File: config.mk
export PLATFORM = sky130hd
export DESIGN_NAME = us_ranging_scheduler
export DESIGN_NICKNAME = d
export VERILOG_FILES = /design/src/rtl/us_ranging_scheduler.sv
export SDC_FILE = /design/constraint.sdc
export NUM_CORES = 1
export LEC_CHECK = 0
export ABC_AREA = 1
export CAP_MARGIN = 5
export CORE_MARGIN = 4
export CORE_UTILIZATION = 59
export CTS_BUF_LIST = sky130_fd_sc_hd__clkbuf_2 sky130_fd_sc_hd__clkbuf_4 sky130_fd_sc_hd__clkbuf_8
export DETAILED_ROUTE_END_ITERATION = 10
export PLACE_DENSITY_LB_ADDON = 0.12
export SKIP_LAST_GASP = 1
export SLEW_MARGIN = 20
export SYNTH_ARGS = -nofsm -noshare
export SYNTH_HDL_FRONTEND = slang
export SYNTH_SLANG_ARGS = --single-unit
File: constraint.sdc
create_clock -name clk_50M -period 2.7 [get_ports clk_50M]
set_input_delay 0.54 -clock clk_50M [delete_from_list [all_inputs] [get_ports clk_50M]]
set_output_delay 0.54 -clock clk_50M [all_outputs]
set_load 0.05 [all_outputs]
File: src/rtl/us_ranging_scheduler.sv
// rtl/us_ranging_scheduler.sv - round-robin trigger/echo scheduler for up to four ultrasonic range sensors
//
// Ports:
//   clk_50M       system clock (50 MHz)
//   reset         synchronous active-high reset
//   enable        run measurement slots while high
//   echo_rx       asynchronous echo lines, one per sensor
//   trigger       registered trigger lines, at most one high at a time
//   sel           sensor owning the current or next slot
//   meas_valid    one-cycle result strobe (slot's last cycle)
//   meas_idx      sensor index of the result
//   meas_width    echo width in clock cycles
//   meas_timeout  slot ended before the echo pulse finished
//   obst          registered per-sensor obstacle flags
//   state         FSM state encoding

module us_ranging_scheduler #(
  parameter int NUM_SENS    = 3,
  parameter int TRIG_DELAY  = 50,
  parameter int TRIG_LEN    = 500,
  parameter int FRAME_LEN   = 50000,
  parameter int OBST_THRESH = 29410
) (
  input  logic                clk_50M,
  input  logic                reset,
  input  logic                enable,
  input  logic [NUM_SENS-1:0] echo_rx,
  output logic [NUM_SENS-1:0] trigger,
  output logic [1:0]          sel,
  output logic                meas_valid,
  output logic [1:0]          meas_idx,
  output logic [21:0]         meas_width,
  output logic                meas_timeout,
  output logic [NUM_SENS-1:0] obst,
  output logic [2:0]          state
);

  typedef enum logic [2:0] {
    IDLE      = 3'd0,
    DELAY     = 3'd1,
    TRIG      = 3'd2,
    WAIT_ECHO = 3'd3,
    MEASURE   = 3'd4,
    HOLD      = 3'd5
  } state_t;

  // DELAY leaves one cycle early so that TRIG (and the trigger register)
  // covers slot cycles TRIG_DELAY .. TRIG_DELAY+TRIG_LEN-1 exactly.
  localparam logic [15:0] TRIG_START  = 16'(TRIG_DELAY - 1);
  localparam logic [15:0] TRIG_END    = 16'(TRIG_DELAY + TRIG_LEN - 1);
  localparam logic [15:0] SLOT_LAST   = 16'(FRAME_LEN - 1);
  // Results are registered one cycle ahead so the strobe lands on the slot's
  // last cycle and reflects the FSM as it stands in that cycle.
  localparam logic [15:0] SLOT_REPORT = 16'(FRAME_LEN - 2);
  localparam logic [21:0] WIDTH_MAX   = '1;
  localparam logic [21:0] THRESH      = 22'(OBST_THRESH);
  localparam logic [1:0]  SEL_LAST    = 2'(NUM_SENS - 1);

  state_t              state_q, state_n;
  logic [15:0]         slot_cnt, slot_cnt_n;
  logic [21:0]         width_cnt, width_n;
  logic [1:0]          sel_n;
  logic [NUM_SENS-1:0] echo_meta, echo_s, echo_d;
  logic [NUM_SENS-1:0] sel_onehot;
  logic [3:0]          echo_s_pad, echo_d_pad;
  logic                echo_cur, echo_rise;
  logic                report, rpt_timeout, rpt_obst;
  logic [21:0]         rpt_width;

  // Pad to four lanes so sel can index any sensor count without
  // out-of-range selects.
  always_comb begin
    echo_s_pad = '0;
    echo_d_pad = '0;
    sel_onehot = '0;
    for (int i = 0; i < NUM_SENS; i++) begin
      echo_s_pad[i] = echo_s[i];
      echo_d_pad[i] = echo_d[i];
      sel_onehot[i] = (sel == 2'(i));
    end
  end

  assign echo_cur = echo_s_pad[sel];
  // A rise needs a low sample first, so an echo already high when
  // WAIT_ECHO is entered is ignored until it drops.
  assign echo_rise = echo_cur && !echo_d_pad[sel];

  always_ff @(posedge clk_50M) begin
    if (reset) begin
      state_q <= IDLE;
    end else begin
      state_q <= state_n;
    end
  end

  always_comb begin
    state_n    = state_q;
    slot_cnt_n = slot_cnt;
    width_n    = width_cnt;
    sel_n      = sel;
    case (state_q)
      IDLE: begin
        slot_cnt_n = '0;
        width_n    = '0;
        if (enable) begin
          state_n = DELAY;
        end
      end
      DELAY: begin
        if (slot_cnt == TRIG_START) begin
          state_n = TRIG;
        end
      end
      TRIG: begin
        if (slot_cnt == TRIG_END) begin
          state_n = WAIT_ECHO;
        end
      end
      WAIT_ECHO: begin
        if (echo_rise) begin
          state_n = MEASURE;
          width_n = 22'd1;
        end
      end
      MEASURE: begin
        if (echo_cur) begin
          if (width_cnt != WIDTH_MAX) begin
            width_n = width_cnt + 22'd1;
          end
        end else begin
          state_n = HOLD;
        end
      end
      HOLD: begin
        state_n = HOLD;
      end
      default: begin
        state_n = IDLE;
      end
    endcase

    // Slot end overrides whatever the per-state logic chose.
    if (state_q != IDLE) begin
      slot_cnt_n = slot_cnt + 16'd1;
      if (slot_cnt == SLOT_LAST) begin
        slot_cnt_n = '0;
        width_n    = '0;
        sel_n      = (sel == SEL_LAST) ? 2'd0 : sel + 2'd1;
        state_n    = enable ? DELAY : IDLE;
      end
    end
  end

  assign report      = (state_q != IDLE) && (slot_cnt == SLOT_REPORT);
  assign rpt_timeout = (state_n == WAIT_ECHO) || (state_n == MEASURE);
  assign rpt_width   = (state_n == WAIT_ECHO) ? 22'd0 : width_n;
  assign rpt_obst    = !rpt_timeout && (rpt_width < THRESH);

  always_ff @(posedge clk_50M) begin
    if (reset) begin
      slot_cnt     <= '0;
      width_cnt    <= '0;
      sel          <= '0;
      echo_meta    <= '0;
      echo_s       <= '0;
      echo_d       <= '0;
      trigger      <= '0;
      meas_valid   <= 1'b0;
      meas_idx     <= '0;
      meas_width   <= '0;
      meas_timeout <= 1'b0;
      obst         <= '0;
    end else begin
      slot_cnt   <= slot_cnt_n;
      width_cnt  <= width_n;
      sel        <= sel_n;
      echo_meta  <= echo_rx;
      echo_s     <= echo_meta;
      echo_d     <= echo_s;
      trigger    <= (state_n == TRIG) ? sel_onehot : '0;
      meas_valid <= report;
      if (report) begin
        meas_idx     <= sel;
        meas_width   <= rpt_width;
        meas_timeout <= rpt_timeout;
        for (int i = 0; i < NUM_SENS; i++) begin
          if (sel_onehot[i]) begin
            obst[i] <= rpt_obst;
          end
        end
      end
    end
  end

  assign state = state_q;

endmodule
# --- Word-level counts from Yosys, hierarchy flattened ---
# Cells that the tools add are included.
# W data, S select, Z words.
word_totals:
  reg_bits: 84
  in_bits: 6
  out_inout_bits: 37
  word_cells: 75
classes:
  add_sub_neg: 3
  order_cmp: 2
  n_eq_ne: 15
  mux: 24
  bitwise_logic: 1
  n_reduce_logical: 15
op_table:
  columns: ["operator", "n"]
  rows:
  - ["$mux W22", 6]
  - ["$pmux W22 S3", 1]
  - ["$mux W16", 3]
  - ["$eq A16 B16 Y1 const B", 2]
  - ["$add A22 B1 Y22 const B", 1]
  - ["$lt A22 B15 Y1 const B", 1]
  - ["$ne A22 B22 Y1 const B", 1]
  - ["$mux W3", 7]
  - ["$pmux W3 S6", 1]
  - ["$add A16 B1 Y16 const B", 1]
  - ["$eq A16 B10 Y1 const B", 1]
  - ["$eq A16 B6 Y1 const B", 1]
  - ["$eq A3 B2 Y1 const B", 4]
  - ["$eq A3 B3 Y1 const B", 3]
  - ["$reduce_and A2 Y1", 4]
  - ["$bmux W1 S2", 2]
  - ["$eq A3 B1 Y1 const B", 1]
  - ["$logic_and A1 B1 Y1", 3]
  - ["$logic_not A3 Y1", 1]
  - ["$lt A2 B3 Y1 const B", 1]
  - ["$mux W1", 3]
  - ["$reduce_bool A3 Y1", 1]
  - ["$add A2 B1 Y2 const B", 1]
  - ["$eq A2 B1 Y1 const B", 1]
  - ["8 further kinds", 9]

# --- Logic depth before layout (Yosys ltp) ---
# Gate-level depths: netlist of the first run.
depth:
  depth_word: 12
  mapped_depth: 21
  mapped_depth_nobuf: 20

# --- Least setup slack after synthesis of the first run ---
# OpenSTA, ideal clock, no wires.
synth_timing:
  path_type: "flip-flop to flip-flop"
  startpoint: "reg sel[1]"
  endpoint: "reg obst[0]"
  setup_time_ns: 0.123
  arrival_ns: 2.206
  t_required_ns: 2.577
  setup_slack_ns: 0.371
  stages_incl_launch_ff: 20
  n_path_buf: 2
  period_less_slack_ns: 2.329
  path_cell_list: "dfxtp_1 > buf_2 > inv_2 > nand3_1 > nand3_2 > nand2_1 > nand2_1 > nand2_2 > inv_2 > buf_4 > nand3_1 > nand2_1 > nor2_1 > nand3_1 > nor2_1 > nand3_1 > nand2_1 > nand2_1 > nand2_2 > a21oi_2"
synth_between:
  elab_chain_len: 12
  word_cells_on_any_way: 25
  classes_between: "order compare: 1; eq/ne: 2; mux: 15; reduce/logical: 7"
synth_rtl:
  columns: ["element", "line_no", "source"]
  rows:
  - ["start: declaration", "29", "output logic [1:0] sel,"]
  - ["start signal: assignment", "176", "sel <= sel_n;"]
  - ["$bmux W1 S2", "86", "assign echo_rise = echo_cur && !echo_d_pad[sel];"]
  - ["$mux W1 (implied by the code)", "86", null]
  - ["$logic_not A1 Y1", "86", null]
  - ["$logic_and A1 B1 Y1", "86", null]
  - ["$mux W3", "120", "if (echo_rise) begin"]
  - ["$pmux W3 S6", "101", "case (state_q)"]
  - ["$mux W3", "145", "if (slot_cnt == SLOT_LAST) begin"]
  - ["$mux W3", "143", "if (state_q != IDLE) begin"]
  - ["$eq A3 B2 Y1 or $eq A3 B3 Y1 (tied branches)", "155, 156", null]
  - ["$mux W22 or $logic_or A1 B1 Y1 (tied branches)", "156, 155", null]
  - ["$lt A22 B15 Y1 or $logic_not A1 Y1 (tied branches)", "157", "assign rpt_obst = !rpt_timeout && (rpt_width < THRESH);"]
  - ["$logic_and A1 B1 Y1", "157", null]
  - ["end signal: indexed assignment", "188", "obst[i] <= rpt_obst;"]
  - ["end: declaration", "34", "output logic [NUM_SENS-1:0] obst,"]
# Several ways; a longest one is shown, not always the timed one. The select of a mux whose other input is x is not followed.
# A chain may end at the register's enable or synchronous reset.

# --- Worst setup path in the final report of the first run ---
layout_timing:
  startpoint: "reg state_q[1], in the netlist state[1]"
  endpoint: "reg obst[0]"
layout_between:
  elab_chain_len: 8
  word_cells_on_any_way: 27
  classes_between: "order compare: 1; eq/ne: 7; mux: 12; reduce/logical: 7"
layout_rtl:
  columns: ["element", "line_no", "source"]
  rows:
  - ["start: declaration", "59", "state_t state_q, state_n;"]
  - ["start signal: assignment", "92", "state_q <= state_n;"]
  - ["$eq A3 B3 Y1, or another cell as far along", "101", null]
  - ["$pmux W3 S6", "101", null]
  - ["$mux W3", "145", null]
  - ["$mux W3", "143", null]
  - ["$eq A3 B2 Y1 or $eq A3 B3 Y1 (tied branches)", "155, 156", null]
  - ["$mux W22 or $logic_or A1 B1 Y1 (tied branches)", "156, 155", null]
  - ["$lt A22 B15 Y1 or $logic_not A1 Y1 (tied branches)", "157", null]
  - ["$logic_and A1 B1 Y1", "157", null]
# Several ways; a longest one is shown, not always the timed one.

==> impl_metrics.py, run 1 <==
metrics = {
    "pwr": {
        "power.static_leakage_nw": 1.95,
        "peakVddDrop_uv": 313,
        "p_per_area_mw_per_mm2": 469,
    },
    "cts": {
        "cts.reportedPaths.clkPinSlew_ps": 90,
        "clk_latency_ps": 350,
        "cts_setup_buffers": 0,
        "cts_made_buffers": 9,
        "clock-root-buffer": "clkbuf_8",
        "cts.sinks": 84,
        "htreeDepth": 3,
        "clk_path_buf_depth": 2,
        "cts_tree": "built",
    },
    "status": {
        "status": "complete, no violations",
    },
    "routing": {
        "routed_wirelength_um": 11100,
        "first_iter_violations": 407,
        "drc_errors": 0,
        "first_pass_iters": 6,
        "wl_per_cell_um": 14.9,
        "avgViaCountPerCell": 5.54,
        "ant_nets": 0,
        "vias": 4119,
    },
    "yosys": {
        "synth_edf_count": 0,
        "syn_nets": 612,
        "yosysWarnings": 0,
        "synthTopCellsByCount": "nand2_1 (107), nor2_1 (104), dfxtp_1 (84)",
        "synth.cell_area_mm2": 0.00429,
        "async_flop_share_pct": 0,
        "synth.most_common_cell": "nand2_1",
        "yosys-top-cells-area": "dfxtp_1 (39%), nand2_1 (9.4%), nor2_1 (9.1%)",
        "synthFlopType": "dfxtp_1",
        "synth_area_leader_cell": "dfxtp_1",
        "ys_seq_elements": 84,
        "postSynthCellCount": 602,
        "yosysSeqAreaShare_pct": 39.2,
        "yosysTopAreaCellShare_pct": 39.2,
        "synth.distinct_cells": 42,
        "syn_avg_cell_area_um2": 7.12,
    },
    "finish": {
        "diodes": 0,
        "nets": 654,
        "fillers": 554,
        "fin_util_pct": 72.3,
        "fin_cells": 744,
        "regArea_mm2": 0.00168,
        "drive_gt1_share_pct": 11.9,
        "fin_area_mm2": 0.00502,
        "areaGrowthSynthToFinish_pct": 17.0,
        "multi_input_area_mm2": 0.00220,
    },
    "run": {
        "maxCapViolCount": 0,
    },
    "floorplanning": {
        "num_rows": 30,
        "dieWidth_um": 93.3,
        "num_io_pins": 43,
        "start_util_pct": 61.8,
        "die-area_mm2": 0.00870,
        "core_area_mm2": 0.00694,
        "die_height_um": 93.3,
    },
    "timing": {
        "clock_skew_ps": 5.34,
        "setup_tns_ps": 0,
        "rsz0062_at_grt": "false",
        "worst_slew_pin_slew_ps": 577,
        "slew_headroom_pct": 61.4,
        "drv_slew": 0,
        "layout_min_cycle_time_ps": 2460,
        "period_share_pct": 91.0,
        "hold_viol": 0,
        "final-setup-viol-count": 0,
        "fmax_mhz": 407,
        "hold-worst-slack_ps": 411,
    },
    "grt": {
        "grt_overflow_total": 0,
        "grt_pass1_wl_um": 18500,
        "grt_max_degree": 26,
        "grt_antenna_before_repair": 0,
        "grt_pass1_vias": 3799,
        "grt.total_usage_pct": 26.7,
    },
    "critical_path": {
        "cp_cell_sequence": "nor2_2 -> inv_1 -> nor2_4 -> nand2_1 -> inv_2 -> nand2_2 -> o31ai_1 -> nand4_1 -> nor2_1 -> nand2_1 -> nand2_2 -> a21oi_2",
        "crit_path_end_kind": "flip-flop",
        "reg2reg_from": "state[1]",
        "cp.arrival_ps": 2690,
        "r2r_end": "obst[0]",
        "r2r_slack_ps": 240,
        "cpPeakStageDelay_ps": 510,
        "path_max_fanout": 10,
        "cp_data_required_time_ps": 2930,
        "startpoint_type": "flip-flop",
        "crit_type": "flip-flop to flip-flop",
        "reg2regPathDepth": 12,
        "cpMaxStageDelayCell": "o31ai_1",
    },
    "min_path": {
        "holdPathEnd": "echo_s[1]",
        "min_path_cells": 2,
        "hold_class": "flip-flop to flip-flop",
        "hold_start": "echo_meta[1]",
    },
    "placement": {
        "place_hpwl_um": 8270,
        "port_buffers": 42,
        "placed_area_mm2": 0.00479,
        "place_congestion": 1.04,
        "placed_cells": 729,
    },
}
-- timing repair --
action | in CTS | in global routing
setup endpoints to repair | 0 | 13
hold buffers | 0 | 0
hold endpoints to repair | 0 | 0
gates resized for setup | 0 | 3
-- metal layers --
metal | vias up | track usage, % | routed length [um]
li1 | 2044 | - | -
met1 | 1851 | 39.8 | 5220
met2 | 200 | 38.4 | 4730
met3 | 24 | 5.47 | 943
met4 | 0 | 7.94 | 201
met5 | - | 0 | 0
-- placed cells by master (no fill, tap or decap), types with 4 or more instances in the layout --
| master | Yosys | layout |
|---|---|---|
| ha_1 | 4 | 4 |
| nor3_1 | 17 | 17 |
| o21ai_0 | 13 | 13 |
| dfxtp_1 | 84 | 82 |
| nand2_1 | 107 | 107 |
| inv_1 | 72 | 72 |
| buf_4 | 4 | 7 |
| clkdlybuf4s50_1 | 0 | 42 |
| a21oi_1 | 19 | 19 |
| nor2_2 | 9 | 9 |
| inv_2 | 11 | 11 |
| a32o_1 | 18 | 18 |
| o21bai_1 | 6 | 6 |
| nor3b_1 | 4 | 4 |
| a211oi_1 | 4 | 4 |
| nand2_2 | 10 | 10 |
| clkbuf_8 | 0 | 10 |
| nand3_2 | 5 | 4 |
| nand3_1 | 47 | 47 |
| nand4_1 | 11 | 11 |
| nor2_1 | 104 | 104 |
| a21oi_2 | 4 | 4 |
-- layout make-up --
cell class	count	share of cell area [%]
well taps	96	2.39
clock inverters	5	1.69
flip-flops and latches	84	33.5
multi-input cells	416	43.9
clock buffers	10	2.74
repair buffers	49	9.42
inverters	84	6.28
-- state kept, by name (all words and copies together), names as in the netlist --
signal	cells
obst	3
slot_cnt	16
meas_width	22
meas_timeout	1
echo_s	3
echo_d	3
meas_idx	2
echo_meta	3
sel	2
trigger	3
meas_valid	1
state	3
width_cnt	22
-- where the power goes --
part           switching, W  total [W]  internal, W
registers        0.00000620    0.00125      0.00125
clock network      0.000459    0.00100     0.000546
logic             0.0000678  0.0000964    0.0000286
total              0.000533    0.00235      0.00182
-- worst max path at each step --
stage	from	cells after the start	end
after floorplan	sel[1]	19	obst[0]
after detailed placement	sel[0]	15	obst[0]
after global placement	sel[1]	19	obst[0]
after global routing	width_cnt[0]	18	obst[0]
final	state[1]	12	obst[0]
after CTS	sel[0]	15	obst[0]
-- metrics by stage --
stage	total power, W	worst slack (ps)
6_report	0.00235	243
5_1_grt	0.00242	35.0
4_1_cts	0.00236	88.8
3_5_place_dp	0.00138	134
3_3_place_gp	0.00137	134
2_1_floorplan	0.00135	371
-- worst max-delay path: cells and delay by family, from the launching register on --
family | cells | cell delay (ps)
buf+inv | 2 | 200
flops | 1 | 370
compound gates | 2 | 570
simple gates | 8 | 1180
-- cells by family after synthesis --
family                     after synthesis  synth area share (%)
DFF                                     84                  39.2
adders and majority gates                4                  1.17
AOI/OAI and AO/OA                       76                  12.4
buffers and inverters                  102                  9.57
and+or+nand+nor                        331                  36.7
xor gates and xnor gates                 5                  1.02
Power figures use the tool's default switching activity.
==> inputs of run 2 (changes only) <==
--- a/config.mk
+++ b/config.mk
@@ -11,9 +11,9 @@
 export CORE_UTILIZATION = 59
 export CTS_BUF_LIST = sky130_fd_sc_hd__clkbuf_2 sky130_fd_sc_hd__clkbuf_4 sky130_fd_sc_hd__clkbuf_8
 export DETAILED_ROUTE_END_ITERATION = 10
+export MAX_ROUTING_LAYER = met4
 export PLACE_DENSITY_LB_ADDON = 0.12
 export SKIP_LAST_GASP = 1
-export SLEW_MARGIN = 20
 export SYNTH_ARGS = -nofsm -noshare
 export SYNTH_HDL_FRONTEND = slang
 export SYNTH_SLANG_ARGS = --single-unit
==> run 2 against run 1 <==
  * Clock power is essentially flat
  * Global-route usage is 1.0 points higher
  * Setup slack improved by 30 ps
  * Register-to-register slack gained 30 ps
  * Cell count is 0.13% higher
  * Fmax increased by 1.2%
  * Sequential share of layout area about the same
  * Final area about the same
  * Largest cell class unchanged
  * Highest routed layer unchanged
==> impl_metrics.py, run 2 (synthesis results as in run 1) <==
metrics = {
    "status": {
        "status": "complete, no violations",
    },
    "critical_path": {
        "cp_cell_sequence": "nor2_2 -> nand2_1 -> nand3_4 -> nand2_1 -> nand2_1 -> nand2_2 -> inv_2 -> nand3_1 -> nand3_2 -> nand3_2 -> nor2_1 -> nand3_1 -> nor2_2 -> nand2_2 -> a21oi_2",
        "crit_path_end_kind": "flip-flop",
        "cp.arrival_ps": 2720,
        "critPathTopFamily": "simple AND/OR/NAND/NOR gates",
        "path_common_cell": "nand2_1",
        "startpoint_type": "flip-flop",
        "path_max_fanout": 12,
        "crit_type": "flip-flop to flip-flop",
        "reg2regPathDepth": 15,
        "cp_data_required_time_ps": 2990,
        "path_buf_inv": 1,
        "r2r_slack_ps": 270,
        "reg2reg_from": "sel[0]",
        "cpPeakStageDelay_ps": 390,
        "r2r_end": "obst[2]",
        "cpMaxStageDelayCell": "dfxtp_2",
    },
    "grt": {
        "grt_pass1_wl_um": 18600,
        "grt_overflow_total": 0,
        "grt_pass1_vias": 3921,
        "grt_max_degree": 27,
        "grt_antenna_before_repair": 0,
        "grt.total_usage_pct": 27.7,
    },
    "floorplanning": {
        "core_area_mm2": 0.00694,
        "num_rows": 30,
        "die-area_mm2": 0.00870,
        "dieWidth_um": 93.3,
        "die_height_um": 93.3,
        "start_util_pct": 61.8,
        "num_io_pins": 43,
    },
    "min_path": {
        "min_path_cells": 2,
        "holdPathEnd": "echo_s[1]",
        "hold_class": "flip-flop to flip-flop",
        "hold_start": "echo_meta[1]",
    },
    "finish": {
        "drive_gt1_share_pct": 12.0,
        "areaGrowthSynthToFinish_pct": 17.1,
        "diodes": 0,
        "nets": 654,
        "layout_common_cells": "nand2_1 (107), nor2_1 (104), dfxtp_1 (82)",
        "mostFrequentLayoutCell": "nand2_1",
        "reg.largest.list": "meas_width x22, width_cnt x22, slot_cnt x16",
        "fin_area_mm2": 0.00502,
        "fillers": 577,
        "fin_util_pct": 72.3,
    },
    "cts": {
        "cts_resized": 0,
        "clk_path_buf_depth": 2,
        "cts.sinks": 84,
        "cts.reportedPaths.clkPinSlew_ps": 90,
        "cts_tree": "built",
        "cts_setup_buffers": 0,
        "cts_made_buffers": 9,
        "htreeDepth": 3,
        "clock-root-buffer": "clkbuf_8",
        "cts-hold-fix-buffers": 0,
        "clk_latency_ps": 360,
    },
    "timing": {
        "setup_slack_ps": 272,
        "final-setup-viol-count": 0,
        "setup_tns_ps": 0,
        "period_share_pct": 89.9,
        "drv_slew": 0,
        "slew_headroom_pct": 61.8,
        "rsz0062_at_grt": "false",
        "hold_viol": 0,
        "layout_min_cycle_time_ps": 2430,
        "worst_slew_pin_slew_ps": 572,
        "fmax_mhz": 412,
        "clock_skew_ps": 14.8,
    },
    "routing": {
        "avgViaCountPerCell": 5.61,
        "first_iter_violations": 358,
        "routed_wirelength_um": 11200,
        "drc_errors": 0,
        "vias": 4176,
        "ant_nets": 0,
        "first_pass_iters": 5,
        "wl_per_cell_um": 15.0,
    },
    "pwr": {
        "clkPwrFrac_pct": 43.3,
        "total_power_w": 0.00238,
        "power.static_leakage_nw": 1.95,
        "peakVddDrop_uv": 368,
        "switching_power_w": 0.000562,
        "internal_power_w": 0.00182,
        "switching_share_pct": 23.6,
        "combPwrFrac_pct": 4.1,
        "p_per_area_mw_per_mm2": 473,
        "seqPwrFrac_pct": 52.7,
    },
    "run": {
        "maxCapViolCount": 0,
    },
    "placement": {
        "port_buffers": 42,
        "place_hpwl_um": 8410,
        "pre_cts_ws_ps": 180,
        "placed_area_mm2": 0.00479,
        "place_congestion": 1.02,
    },
}
==> run 2: layer usage <==
layer / up-vias / share of wire, % / global-route usage [%]
met4: 0 / 2.1 / 11.4
met5: - / 0 / -
met1: 1917 / 47 / 38.5
met2: 190 / 44 / 40.2
met3: 25 / 7.8 / 4.26
li1: 2044 / - / -
==> run 2: worst max path at each step <==
stage	endpoint	cells past startpoint	start	slack, ps
final	obst[2]	15	sel[0]	270
after global routing	obst[0]	18	width_cnt[0]	60
after CTS	obst[2]	15	sel[1]	130
after detailed placement	obst[2]	17	sel[1]	180
after global placement	obst[0]	15	sel[1]	150
after floorplan	obst[0]	19	sel[1]	370
==> run 2: layout make-up <==
class | instances | area [um2] | area share (%)
multi-input cells | 416 | 2200 | 43.9
flip-flops and latches | 84 | 1680 | 33.5
repair buffers | 49 | 473 | 9.41
inverters | 84 | 315 | 6.28
clock buffers | 10 | 131 | 2.62
well taps | 96 | 120 | 2.39
clock inverters | 6 | 95.1 | 1.89
==> run 2: worst reg2reg max path, cell delays in order (launching register included) <==
cell     delay, ps
dfxtp_2        390
nor2_2         170
nand2_1        110
nand3_4        160
nand2_1        140
nand2_1        140
nand2_2        110
inv_2          230
nand3_1        150
nand3_2        120
nand3_2         60
nor2_1         110
nand3_1         90
nor2_2         150
nand2_2        110
a21oi_2        120
==> run 2: stage by stage <==
stage | instances | hold slack, ps
2_1_floorplan | 602 | 388
3_3_place_gp | 729 | 392
3_5_place_dp | 729 | 401
5_1_grt | 745 | 431
4_1_cts | 745 | 416
6_report | 745 | 412
==> run 2: power by group through the flow <==
| stage | registers, W | clock network (W) | logic, W |
|---|---|---|---|
| finish | 0.00125 | 0.00103 | 0.0000967 |
| global route | 0.00125 | 0.00109 | 0.000107 |
| CTS | 0.00125 | 0.00104 | 0.0000957 |
| detailed placement | 0.00128 | 0 | 0.0000943 |
| global placement | 0.00128 | 0 | 0.0000928 |
| floorplan | 0.00128 | 0 | 0.0000631 |
==> inputs of run 3 (changes only) <==
--- a/config.mk
+++ b/config.mk
@@ -10,9 +10,11 @@
 export CORE_MARGIN = 4
 export CORE_UTILIZATION = 59
 export CTS_BUF_LIST = sky130_fd_sc_hd__clkbuf_2 sky130_fd_sc_hd__clkbuf_4 sky130_fd_sc_hd__clkbuf_8
+export CTS_CLUSTER_SIZE = 30
 export DETAILED_ROUTE_END_ITERATION = 10
 export MAX_ROUTING_LAYER = met4
 export PLACE_DENSITY_LB_ADDON = 0.12
+export SETUP_SLACK_MARGIN = 0.15
 export SKIP_LAST_GASP = 1
 export SYNTH_ARGS = -nofsm -noshare
 export SYNTH_HDL_FRONTEND = slang
==> run 3 against run 2 <==
  * Sequential power hardly changed
  * Sequential cell count unchanged
  * Sequential share of layout area fell by 0.12 points
  * Wire length is 0.28% higher
  * Final area rose by 0.50%
  * Largest cell class unchanged
==> impl_metrics.py, run 3 (synthesis results as in run 1) <==
metrics = {
    "grt": {
        "met1_usage_pct": 38.5,
        "use_met3_pct": 4.26,
        "grt_max_degree": 27,
        "grt_antenna_before_repair": 0,
        "grt_pass1_vias": 3921,
        "met2_usage_pct": 40.2,
        "grt.total_usage_pct": 27.7,
        "grt_overflow_total": 0,
        "grt_pass1_wl_um": 18600,
        "busiest_layer": "met2",
    },
    "critical_path": {
        "path_max_fanout": 12,
        "crit_type": "flip-flop to flip-flop",
        "cp_cell_sequence": "nor2_2 -> nand2_1 -> nand3_4 -> nand2_1 -> nand2_1 -> nand2_2 -> inv_4 -> nor2_1 -> a21oi_1 -> nand2_1 -> nand2_1 -> nand3_1 -> nor2_2 -> nand2_2 -> a21oi_2",
        "cpMaxStageDelayCell": "dfxtp_2",
        "cp_data_required_time_ps": 2990,
        "cpPeakStageDelay_ps": 390,
        "crit_path_end_kind": "flip-flop",
        "startpoint_type": "flip-flop",
        "cp.arrival_ps": 2640,
        "path_common_cell": "nand2_1",
    },
    "pwr": {
        "total_power_w": 0.00238,
        "p_per_area_mw_per_mm2": 471,
        "combPwrFrac_pct": 4.1,
        "switching_share_pct": 23.6,
        "seqPwrFrac_pct": 52.7,
        "switching_power_w": 0.000560,
        "power.static_leakage_nw": 1.96,
        "internal_power_w": 0.00182,
        "clkPwrFrac_pct": 43.2,
        "peakVddDrop_uv": 368,
    },
    "floorplanning": {
        "num_io_pins": 43,
        "dieWidth_um": 93.3,
        "core_area_mm2": 0.00694,
        "die-area_mm2": 0.00870,
        "start_util_pct": 61.8,
        "num_rows": 30,
        "die_height_um": 93.3,
    },
    "status": {
        "status": "complete, no violations",
    },
    "timing": {
        "slew_headroom_pct": 61.9,
        "drv_slew": 0,
        "layout_min_cycle_time_ps": 2350,
        "worst_slew_pin_slew_ps": 571,
        "period_share_pct": 87.1,
        "final-setup-viol-count": 0,
        "setup_tns_ps": 0,
        "hold_viol": 0,
        "clock_skew_ps": 11.3,
        "hold-worst-slack_ps": 412,
        "fmax_mhz": 425,
        "rsz0062_at_grt": "false",
    },
    "routing": {
        "vias": 4177,
        "first_pass_iters": 5,
        "wl_per_cell_um": 15.0,
        "ant_nets": 0,
        "routed_wirelength_um": 11200,
        "avgViaCountPerCell": 5.59,
        "first_iter_violations": 390,
        "drc_errors": 0,
    },
    "finish": {
        "nets": 656,
        "reg.largest.list": "meas_width x22, width_cnt x22, slot_cnt x16",
        "mostFrequentLayoutCell": "nand2_1",
        "layout_common_cells": "nand2_1 (107), nor2_1 (103), dfxtp_1 (80)",
        "diodes": 0,
        "fin_util_pct": 72.7,
        "drive_gt1_share_pct": 12.9,
        "areaGrowthSynthToFinish_pct": 17.7,
        "fin_area_mm2": 0.00505,
    },
    "cts": {
        "clk_path_buf_depth": 2,
        "cts.sinks": 84,
        "cts.reportedPaths.clkPinSlew_ps": 90,
        "cts_made_buffers": 9,
        "htreeDepth": 3,
        "clock-root-buffer": "clkbuf_8",
        "cts_tree": "built",
        "clk_latency_ps": 360,
    },
    "placement": {
        "port_buffers": 42,
        "placed_area_mm2": 0.00479,
        "place_congestion": 1.02,
        "place_hpwl_um": 8410,
    },
    "run": {
        "maxCapViolCount": 0,
    },
    "min_path": {
        "hold_class": "flip-flop to flip-flop",
    },
}
## run 3: cell count changes in the layout (fill, tap and decap cells not counted), sizes merged
cell	previous run	this run
buf	7	9
## run 3: stage by stage
step / std cells / setup WS, ps
floorplan: 602 / 371
global placement: 729 / 155
detailed placement: 729 / 180
CTS: 745 / 157
global route: 747 / 146
finish: 747 / 348
## run 3: power by group through the flow
stage               Clock, W  Sequential [W]  Combinational (W)
floorplan                  0         0.00128          0.0000631
global placement           0         0.00128          0.0000928
detailed placement         0         0.00128          0.0000943
CTS                  0.00104         0.00125          0.0000957
global route         0.00109         0.00125           0.000108
finish               0.00103         0.00125          0.0000976
## run 3: area by class of cell
| type | count | area, um2 |
|---|---|---|
| multi-input combinational | 416 | 2210 |
| fill | 573 | 1900 |
| sequential | 84 | 1690 |
| timing repair buffer | 51 | 488 |
| inverter | 84 | 318 |
| clock buffer | 10 | 131 |
| tap | 96 | 120 |
| clock inverter | 6 | 95.1 |
## run 3: critical path: cells and delay by family (launching register included)
family,cells,cell delay (ps)
buffers and inverters,1,170
DFF,1,390
and+or+nand+nor,12,1430
AOI/OAI and AO/OA,2,300
## run 3: path summary, 6_finish.rpt
| kind | startpoint | endpoint | slack, ps | cells past startpoint |
|---|---|---|---|---|
| setup / recovery | sel[0] | obst[2] | 350 | 15 |
| setup reg to reg | sel[0] | obst[2] | 350 | 15 |
| hold reg to reg | echo_meta[1] | echo_s[1] | 410 | 2 |
| hold / removal | echo_meta[1] | echo_s[1] | 410 | 2 |
## run 3: per-layer routing
layer | share of wire (%) | vias up
li1 | - | 2046
met3 | 8.2 | 27
met2 | 43 | 181
met4 | 2.3 | 0
met1 | 46 | 1923
met5 | 0 | -
## run 3: repair_timing
action | in CTS | in global routing
gates resized for setup | 1 | 7
hold buffers | 0 | 0
setup buffers | 0 | 2
pin swaps | 0 | 0
setup endpoints to repair | 3 | 23
